**src/rtl/counter_seq_pkg.sv**
```systemverilog
// Shared definitions for the counter sequencer: command encodings, FSM states,
// default sizing and the prescaler width helper.
package counter_seq_pkg;

  localparam int unsigned DEF_WIDTH = 4;
  localparam int unsigned DEF_DIV   = 1;

  localparam logic [1:0] OP_RUN    = 2'b00;
  localparam logic [1:0] OP_PAUSE  = 2'b01;
  localparam logic [1:0] OP_RESUME = 2'b10;
  localparam logic [1:0] OP_CLEAR  = 2'b11;

  typedef enum logic [1:0] {
    S_IDLE,
    S_RUN,
    S_PAUSED,
    S_DONE
  } state_e;

  // A divide-by-one prescaler still needs a 1-bit register to stay legal.
  function automatic int unsigned presc_width(input int unsigned div);
    return (div > 1) ? $clog2(div) : 1;
  endfunction

endpackage

```
**src/rtl/en_counter.sv**
```systemverilog
// WIDTH-bit synchronous counter with enable and synchronous clear, flagging
// when the next increment lands on the target and when it is at all-ones.
module en_counter
  import counter_seq_pkg::*;
#(
  parameter int unsigned WIDTH = DEF_WIDTH
) (
  input  logic             clk,
  input  logic             reset,
  input  logic             i_en,
  input  logic             i_clr,
  input  logic [WIDTH-1:0] i_target,
  output logic [WIDTH-1:0] o_count,
  output logic             o_hit,
  output logic             o_all_ones
);

  logic [WIDTH-1:0] r_count;
  logic [WIDTH-1:0] w_next;

  assign w_next     = r_count + WIDTH'(1);
  assign o_count    = r_count;
  assign o_hit      = (w_next == i_target);
  assign o_all_ones = &r_count;

  always_ff @(posedge clk or posedge reset) begin
    if (reset) begin
      r_count <= '0;
    end else if (i_clr) begin
      r_count <= '0;
    end else if (i_en) begin
      r_count <= w_next;
    end
  end

endmodule

```
**src/rtl/counter_sequencer.sv**
```systemverilog
// Command-driven run/pause/resume/clear sequencer around en_counter, with a
// clock-enable prescaler and one-cycle done/wrap pulses.
module counter_sequencer
  import counter_seq_pkg::*;
#(
  parameter int unsigned WIDTH = DEF_WIDTH,
  parameter int unsigned DIV   = DEF_DIV
) (
  input  logic             clk,
  input  logic             reset,
  input  logic             cmd_valid,
  output logic             cmd_ready,
  input  logic [1:0]       cmd_op,
  input  logic [WIDTH-1:0] cmd_target,
  output logic [WIDTH-1:0] count,
  output logic             busy,
  output logic             paused,
  output logic             done,
  output logic             wrap
);

  localparam int unsigned   PW        = presc_width(DIV);
  localparam logic [PW-1:0] PRESC_MAX = PW'(DIV - 1);

  state_e           r_state, w_state_nxt;
  logic [PW-1:0]    r_presc;
  logic [WIDTH-1:0] r_target;
  logic             r_done, r_wrap;

  logic w_acc, w_cnt_en, w_cnt_clr, w_presc_clr, w_presc_inc;
  logic w_load, w_done_nxt, w_wrap_nxt, w_hit, w_all_ones;

  assign cmd_ready = (r_state != S_DONE);
  assign w_acc     = cmd_valid && cmd_ready;
  assign busy      = (r_state == S_RUN) || (r_state == S_PAUSED);
  assign paused    = (r_state == S_PAUSED);
  assign done      = r_done;
  assign wrap      = r_wrap;

  always_comb begin
    w_state_nxt = r_state;
    w_cnt_en    = 1'b0;
    w_cnt_clr   = 1'b0;
    w_presc_clr = 1'b0;
    w_presc_inc = 1'b0;
    w_load      = 1'b0;
    w_done_nxt  = 1'b0;
    w_wrap_nxt  = 1'b0;
    // An accepted command pre-empts any counting step in the same cycle.
    if (w_acc) begin
      case (cmd_op)
        OP_RUN: begin
          w_load      = 1'b1;
          w_cnt_clr   = 1'b1;
          w_presc_clr = 1'b1;
          w_state_nxt = S_RUN;
        end
        OP_PAUSE:  if (r_state == S_RUN)    w_state_nxt = S_PAUSED;
        OP_RESUME: if (r_state == S_PAUSED) w_state_nxt = S_RUN;
        default: begin
          w_cnt_clr   = 1'b1;
          w_presc_clr = 1'b1;
          w_state_nxt = S_IDLE;
        end
      endcase
    end else begin
      case (r_state)
        S_RUN: begin
          if (r_presc == PRESC_MAX) begin
            w_presc_clr = 1'b1;
            w_cnt_en    = 1'b1;
            if (r_target != '0) begin
              if (w_hit) begin
                w_done_nxt  = 1'b1;
                w_state_nxt = S_DONE;
              end
            end else begin
              w_wrap_nxt = w_all_ones;
            end
          end else begin
            w_presc_inc = 1'b1;
          end
        end
        S_DONE:  w_state_nxt = S_IDLE;
        default: w_state_nxt = r_state;
      endcase
    end
  end

  always_ff @(posedge clk or posedge reset) begin
    if (reset) begin
      r_state  <= S_IDLE;
      r_presc  <= '0;
      r_target <= '0;
      r_done   <= 1'b0;
      r_wrap   <= 1'b0;
    end else begin
      r_state <= w_state_nxt;
      if (w_presc_clr) begin
        r_presc <= '0;
      end else if (w_presc_inc) begin
        r_presc <= r_presc + PW'(1);
      end
      if (w_load) begin
        r_target <= cmd_target;
      end
      r_done <= w_done_nxt;
      r_wrap <= w_wrap_nxt;
    end
  end

  en_counter #(
    .WIDTH(WIDTH)
  ) u_cnt (
    .clk       (clk),
    .reset     (reset),
    .i_en      (w_cnt_en),
    .i_clr     (w_cnt_clr),
    .i_target  (r_target),
    .o_count   (count),
    .o_hit     (w_hit),
    .o_all_ones(w_all_ones)
  );

endmodule
```
**config.mk**
```make
export PLATFORM = sky130hd
export DESIGN_NAME = counter_sequencer
export DESIGN_NICKNAME = d
export VERILOG_FILES = /design/src/rtl/counter_seq_pkg.sv /design/src/rtl/en_counter.sv /design/src/rtl/counter_sequencer.sv
export SDC_FILE = /design/constraint.sdc
export NUM_CORES = 1
export LEC_CHECK = 0
export CAP_MARGIN = 20
export CORE_AREA = 2 2 45 47
export DETAILED_ROUTE_END_ITERATION = 7
export DIE_AREA = 0 0 47 49
export PLACE_DENSITY = 0.71
export SLEW_MARGIN = 40
export SYNTH_ARGS = -nofsm -noshare
export SYNTH_HDL_FRONTEND = slang
export SYNTH_HIERARCHICAL = 1
export SYNTH_SLANG_ARGS = --single-unit
```
**constraint.sdc**
```tcl
create_clock -name clk -period 3.4 [get_ports clk]
set_input_delay 0.68 -clock clk [delete_from_list [all_inputs] [get_ports clk]]
set_output_delay 0.68 -clock clk [all_outputs]
set_load 0.03 [all_outputs]
```
==> Yosys cells after proc, flatten, opt, wreduce, memory -nomap -nowiden <==
Cells that the tools add are included.
{ "totals": {"input_bits": 9, "out_inout_bits": 9, "regBits": 13, "elab_cells": 62} }
{ "classes": {"n_eq_ne": 12, "mux": 32, "reduce_logical": 10, "add_sub_neg": 2} }
{ "op_table": {"columns": ["op", "n"], "rows": [
  ["1-bit two-way mux", 22],
  ["2-bit two-way mux", 6],
  ["3-bit != test (second input constant)", 3],
  ["4-bit two-way mux", 2],
  ["2-bit equality test (second input constant)", 3],
  ["3-bit by 2-bit != test with 1-bit output (second input constant)", 2],
  ["2-bit one-hot mux with 3 select lines", 1],
  ["6-bit AND reduction", 1],
  ["4-bit by 1-bit adder with 4-bit output (second input constant)", 1],
  ["2-bit by 1-bit equality test with 1-bit output (second input constant)", 2],
  ["4-bit equality test", 1],
  ["2-bit one-hot mux with 2 select lines", 1],
  ["4-bit AND reduction", 1],
  ["2-bit nonzero test", 2],
  ["4-bit nonzero test", 1],
  ["3-bit nonzero test", 1],
  ["2-bit zero test", 1],
  ["2-bit != test (second input constant)", 1],
  ["2-bit OR reduction", 1],
  ["1-bit adder (second input constant)", 1],
  ["1-bit logical AND", 1],
  ["1-bit logical OR", 1]
]} }

==> Logic depth before layout (Yosys ltp) <==
{ "logic_depth": {"ltp_word": 7, "mapped_depth": 8, "ltp_nobuf": 8} }

==> By module <==
Netlist, hierarchy kept.
{ "by_module_without_submodules": {"columns": ["mod", "cells_per_inst", "area_per_inst_um2", "instances", "seq_area_each_um2"], "rows": [
  ["counter_sequencer", 50, 539.3, 1, 225.2],
  ["en_counter", 25, 249.0, 1, 100.1]
]} }

==> Worst setup path before layout <==
No wires, ideal clock.
{ "synth_path": {"path_type": "flip-flop to flip-flop", "from": "register u_cnt.r_count[0], in the netlist u_cnt/o_count[0]", "to": "register r_state[0]", "stages_incl_launch_ff": 8, "slack_ns": 1.395, "synth_period_minus_slack_ns": 2.005, "arrival_ns": 1.878, "n_path_buf": 0, "required_ns": 3.272, "path_cell_list": "dfrtp_1 > ha_1 > xor2_1 > nor4_1 > nand2b_1 > nand3_1 > o211ai_2 > mux2_1"} }
{ "synth_between": {"elab_chain_cells": 4} }
{ "synth_lines": {"columns": ["item", "line", "text"], "rows": [
  ["start, declared", "en_counter.sv:18", "logic [WIDTH-1:0] r_count;"],
  ["start signal, assigned", "en_counter.sv:32", "r_count <= w_next;"],
  ["4-bit by 1-bit adder with 4-bit output", "en_counter.sv:21", "assign w_next = r_count + WIDTH'(1);"],
  ["4-bit equality test", "en_counter.sv:23", "assign o_hit = (w_next == i_target);"],
  ["via w_hit", "counter_sequencer.sv:31", "logic w_load, w_done_nxt, w_wrap_nxt, w_hit, w_all_ones;"],
  ["3-bit by 2-bit != test with 1-bit output (no source line)", null, null],
  ["6-bit AND reduction (no source line)", null, null],
  ["end signal, assigned", "counter_sequencer.sv:98", "r_state <= w_state_nxt;"],
  ["end, declared", "counter_sequencer.sv:25", "state_e r_state, w_state_nxt;"]
]} }
The timed path passes the listed nets, and every way through them passes these cells.
A chain may end at the register's enable or synchronous reset.

==> Worst setup path after layout <==
{ "layout_path": {"from": "register r_state[0]", "to": "output port busy"} }
{ "layout_between": {"elab_chain_cells": 2, "elab_cells_between_ends": 3, "classes_between": "eq/ne (2); reduce/logical (1)"} }
{ "layout_lines": {"columns": ["item", "line", "text"], "rows": [
  ["2-bit by 1-bit equality test with 1-bit output / 2-bit equality test (equally long branches)", "counter_sequencer.sv:35", "assign busy = (r_state == S_RUN) || (r_state == S_PAUSED);"],
  ["1-bit logical OR (*)", "counter_sequencer.sv:35", null],
  ["end, declared", "counter_sequencer.sv:16", "output logic busy,"]
]} }
Every way passes the cells marked *; elsewhere a longest branch is shown, timed or not.

==> key figures <==
Outcome
  • Run status: finished clean

Critical path
  • CP cell instances: inv_1, ha_1, inv_1, clkdlybuf4s50_1
  • Crit-path max cell delay: 650 ps
  • Setup Crit Path Kind: reg2out
  • Setup crit end kind: primary output
  • Critical Path Source Type: register
  • Buf+Inv Stages, Crit Path: 3
  • Slowest CP cell: clkdlybuf4s50_1
  • CP dominant cell by count: inv_1
  • Worst endpoint required time: 2720 ps
  • Arr. time, crit path: 1750 ps
  • CP delay by family, top: buffers and inverters
  • Crit Path Max Fanout: 5

Timing
  • Max-Slew Margin vs Limit: 74.2%
  • Pins Over Slew Limit: 0
  • Worst Tran Pin Value: 385 ps
  • Crit path time final: 2430 ps
  • Final Skew: 2.44 ps
  • Final hold violations: 0
  • Final period utilization: 71.4%
  • Fmax: 412 MHz
  • Setup Viol. Count Final: 0
  • Setup WS post-layout: 972 ps
  • Setup TNS: 0 ps
  • RSZ-0062 raised after global routing: no
  • Worst hold slack: 547 ps

Cells and area
  • Fraction of layout cells with a size suffix above 1: 10.4%
  • Area growth syn-to-layout: 29.2%
  • Core Util, Final: 55.3%
  • Fillers: 179
  • N_diodes: 0
  • Nets: 115

Global routing
  • Gr usage total: 14.3%
  • First-pass GRT wire length: 2.34 mm
  • Vias in the first global route: 585
  • Initial antenna violation count: 0
  • Largest net degree at the start of global routing: 10
  • GR Overflow Total: 0

CTS
  • CTS tree: built
  • Post-CTS setup buffers: 0
  • CTS clk-pin slew, worst paths: 80 ps
  • Inserted Clock Buffers: 3
  • Hold Buf Count CTS: 0
  • CTS max path bufs: 2
  • Clock Sink Count: 13
  • Insertion delay to the later sink of the worst-skew pair: 280 ps
  • Root Buffer: clkbuf_4
  • Post-CTS Resized: 0
  • H-tree depth: 1

Die
  • IO Pins: 18
  • Area of the core: 1840 µm²
  • FP Rows: 16
  • Die Span Y: 49 µm
  • Die area: 2300 µm²
  • Die width: 47 µm
  • Initial Utilization: 42.8%

Pwr
  • Max VDD drop: 0.000367 V
  • Cell area power density: 780 nW/µm²
  • Power Total: 794 µW
  • Lkg Pwr: 0.000485 µW

Synthesis
  • Total nets after synthesis: 93
  • Biggest area consumer among synthesized cells: dfrtp_1
  • Mapped Avg Cell Area: 10.5 µm²
  • Warnings from Yosys: 6
  • #FFs+latches synth: 13
  • Cell Area, Synth: 788 µm²
  • Synth Instances: 75
  • Top-area cell type share of the netlist area: 41.3%
  • Seq/Total Area, Yosys: 41.3%
  • Top post-synthesis cells by area: dfrtp_1 (41%), ha_1 (14%), mux2_2 (5.7%)
  • Synth unique cells: 24

Place
  • Routability cong.: 0.731
  • Hpwl dp: 1.13 mm
  • Port bufs: 17
  • Worst slack, placed: 1020 ps

Drt
  • DRT Wirelength: 1.36 mm
  • Drt first-iter violations: 4
  • Antenna-violating nets left: 0
  • Drt drc: 0
  • Routed vias: 599
  • DRT Pass-1 Iters: 3
  • Wire per inst: 11.0 µm
  • Vias per inst: 4.87

Worst hold path
  • Hold/Removal Path Class: reg2reg

Run
  • Number of max-cap violations: 0
cell families after synthesis:
logic type / synth area share, %
xor gates and xnor gates: 10.0
AOI/OAI and AO/OA: 3.97
adders and majority gates: 14.3
DFF: 41.3
and+or+nand+nor: 16.5
buffers and inverters: 4.29
muxes: 9.68
per-stage QoR:
step / std cells / area [µm²]
after floorplan: 75 / 788
after global placement: 119 / 992
after detailed placement: 119 / 992
after CTS: 123 / 1020
after global routing: 123 / 1020
final: 123 / 1020
power breakdown:
group,internal (µW),switching [µW]
registers,207,62.6
logic,205,225
clock network,45.6,49.5
worst paths after layout:
kind | end | slack (ps) | cells past startpoint | startpoint
min in group asynchronous | u_cnt/o_count[2]$_DFFE_PP0P_ | 600 | 2 | reset
hold reg to reg | r_presc$_DFFE_PP0P_ | 550 | 1 | r_presc$_DFFE_PP0P_
max in group asynchronous | wrap$_DFF_PP0_ | 2450 | 2 | reset
setup / recovery | busy | 970 | 4 | r_state[0]$_DFFE_PP0P_
setup reg to reg | r_state[0]$_DFFE_PP0P_ | 1390 | 7 | u_cnt/o_count[0]$_DFFE_PP0P_
hold / removal | r_presc$_DFFE_PP0P_ | 550 | 1 | r_presc$_DFFE_PP0P_
placed cells by master, fill, tap and decap left out:
cell type / count
a21oi_1: 1
and2b_1: 1
and3_1: 1
and3_2: 1
and3b_1: 1
clkbuf_1: 1
clkbuf_4: 3
clkdlybuf4s50_1: 17
dfrtp_1: 13
ha_1: 9
inv_1: 9
mux2_1: 1
mux2_2: 4
mux2i_1: 2
nand2_1: 3
nand2b_1: 2
nand3_1: 4
nand4_1: 1
nor2_1: 7
nor3_1: 1
nor4_1: 1
nor4_2: 1
o211ai_2: 1
o21ai_0: 1
o22a_1: 1
xnor2_1: 5
xor2_1: 4
synth_stat cells:
master and n:
o211ai_2 1, xor2_1 4, dfrtp_1 13, ha_1 9
mux2i_1 2, o21ai_0 1, nand2b_1 2, and3_1 1
nor3_1 1, a21oi_1 1, nor4_1 1, nor2_1 7
and2b_1 1, nand2_1 3, mux2_2 4, xnor2_1 5
nand3_1 4, mux2_1 1, and3b_1 1, inv_1 9
nand4_1 1, nor4_2 1, o22a_1 1, and3_2 1
sequential cells by signal, indices dropped and copies added (netlist names):
register / count
done: 1
r_presc: 1
r_state: 2
r_target: 4
u_cnt/o_count: 4
wrap: 1
per-layer routing:
layer  GRT usage (%)  vias to the layer above  share of wire [%]
met1            17.9                      288                 43
met5               0                        -                  0
met2            22.1                       17                 51
met4            7.41                        0                1.5
li1                -                      292                  -
met3            3.33                        2                4.1
worst register-to-register path: stages (launching register included):
cell	delay, ps
dfrtp_1	460
ha_1	350
xor2_1	150
nor4_1	270
nand2b_1	110
nand3_1	100
o211ai_2	110
mux2_1	330
area by class of cell:
cell class,instances,area [µm²],area share [%]
multi-input cells,53,429,42.1
flip-flops and latches,13,325,31.9
repair buffers,17,170,16.7
inverters,9,33.8,3.32
well taps,27,33.8,3.32
clock buffers,4,26.3,2.58
Note: power is estimated with default switching activity, not from simulation.
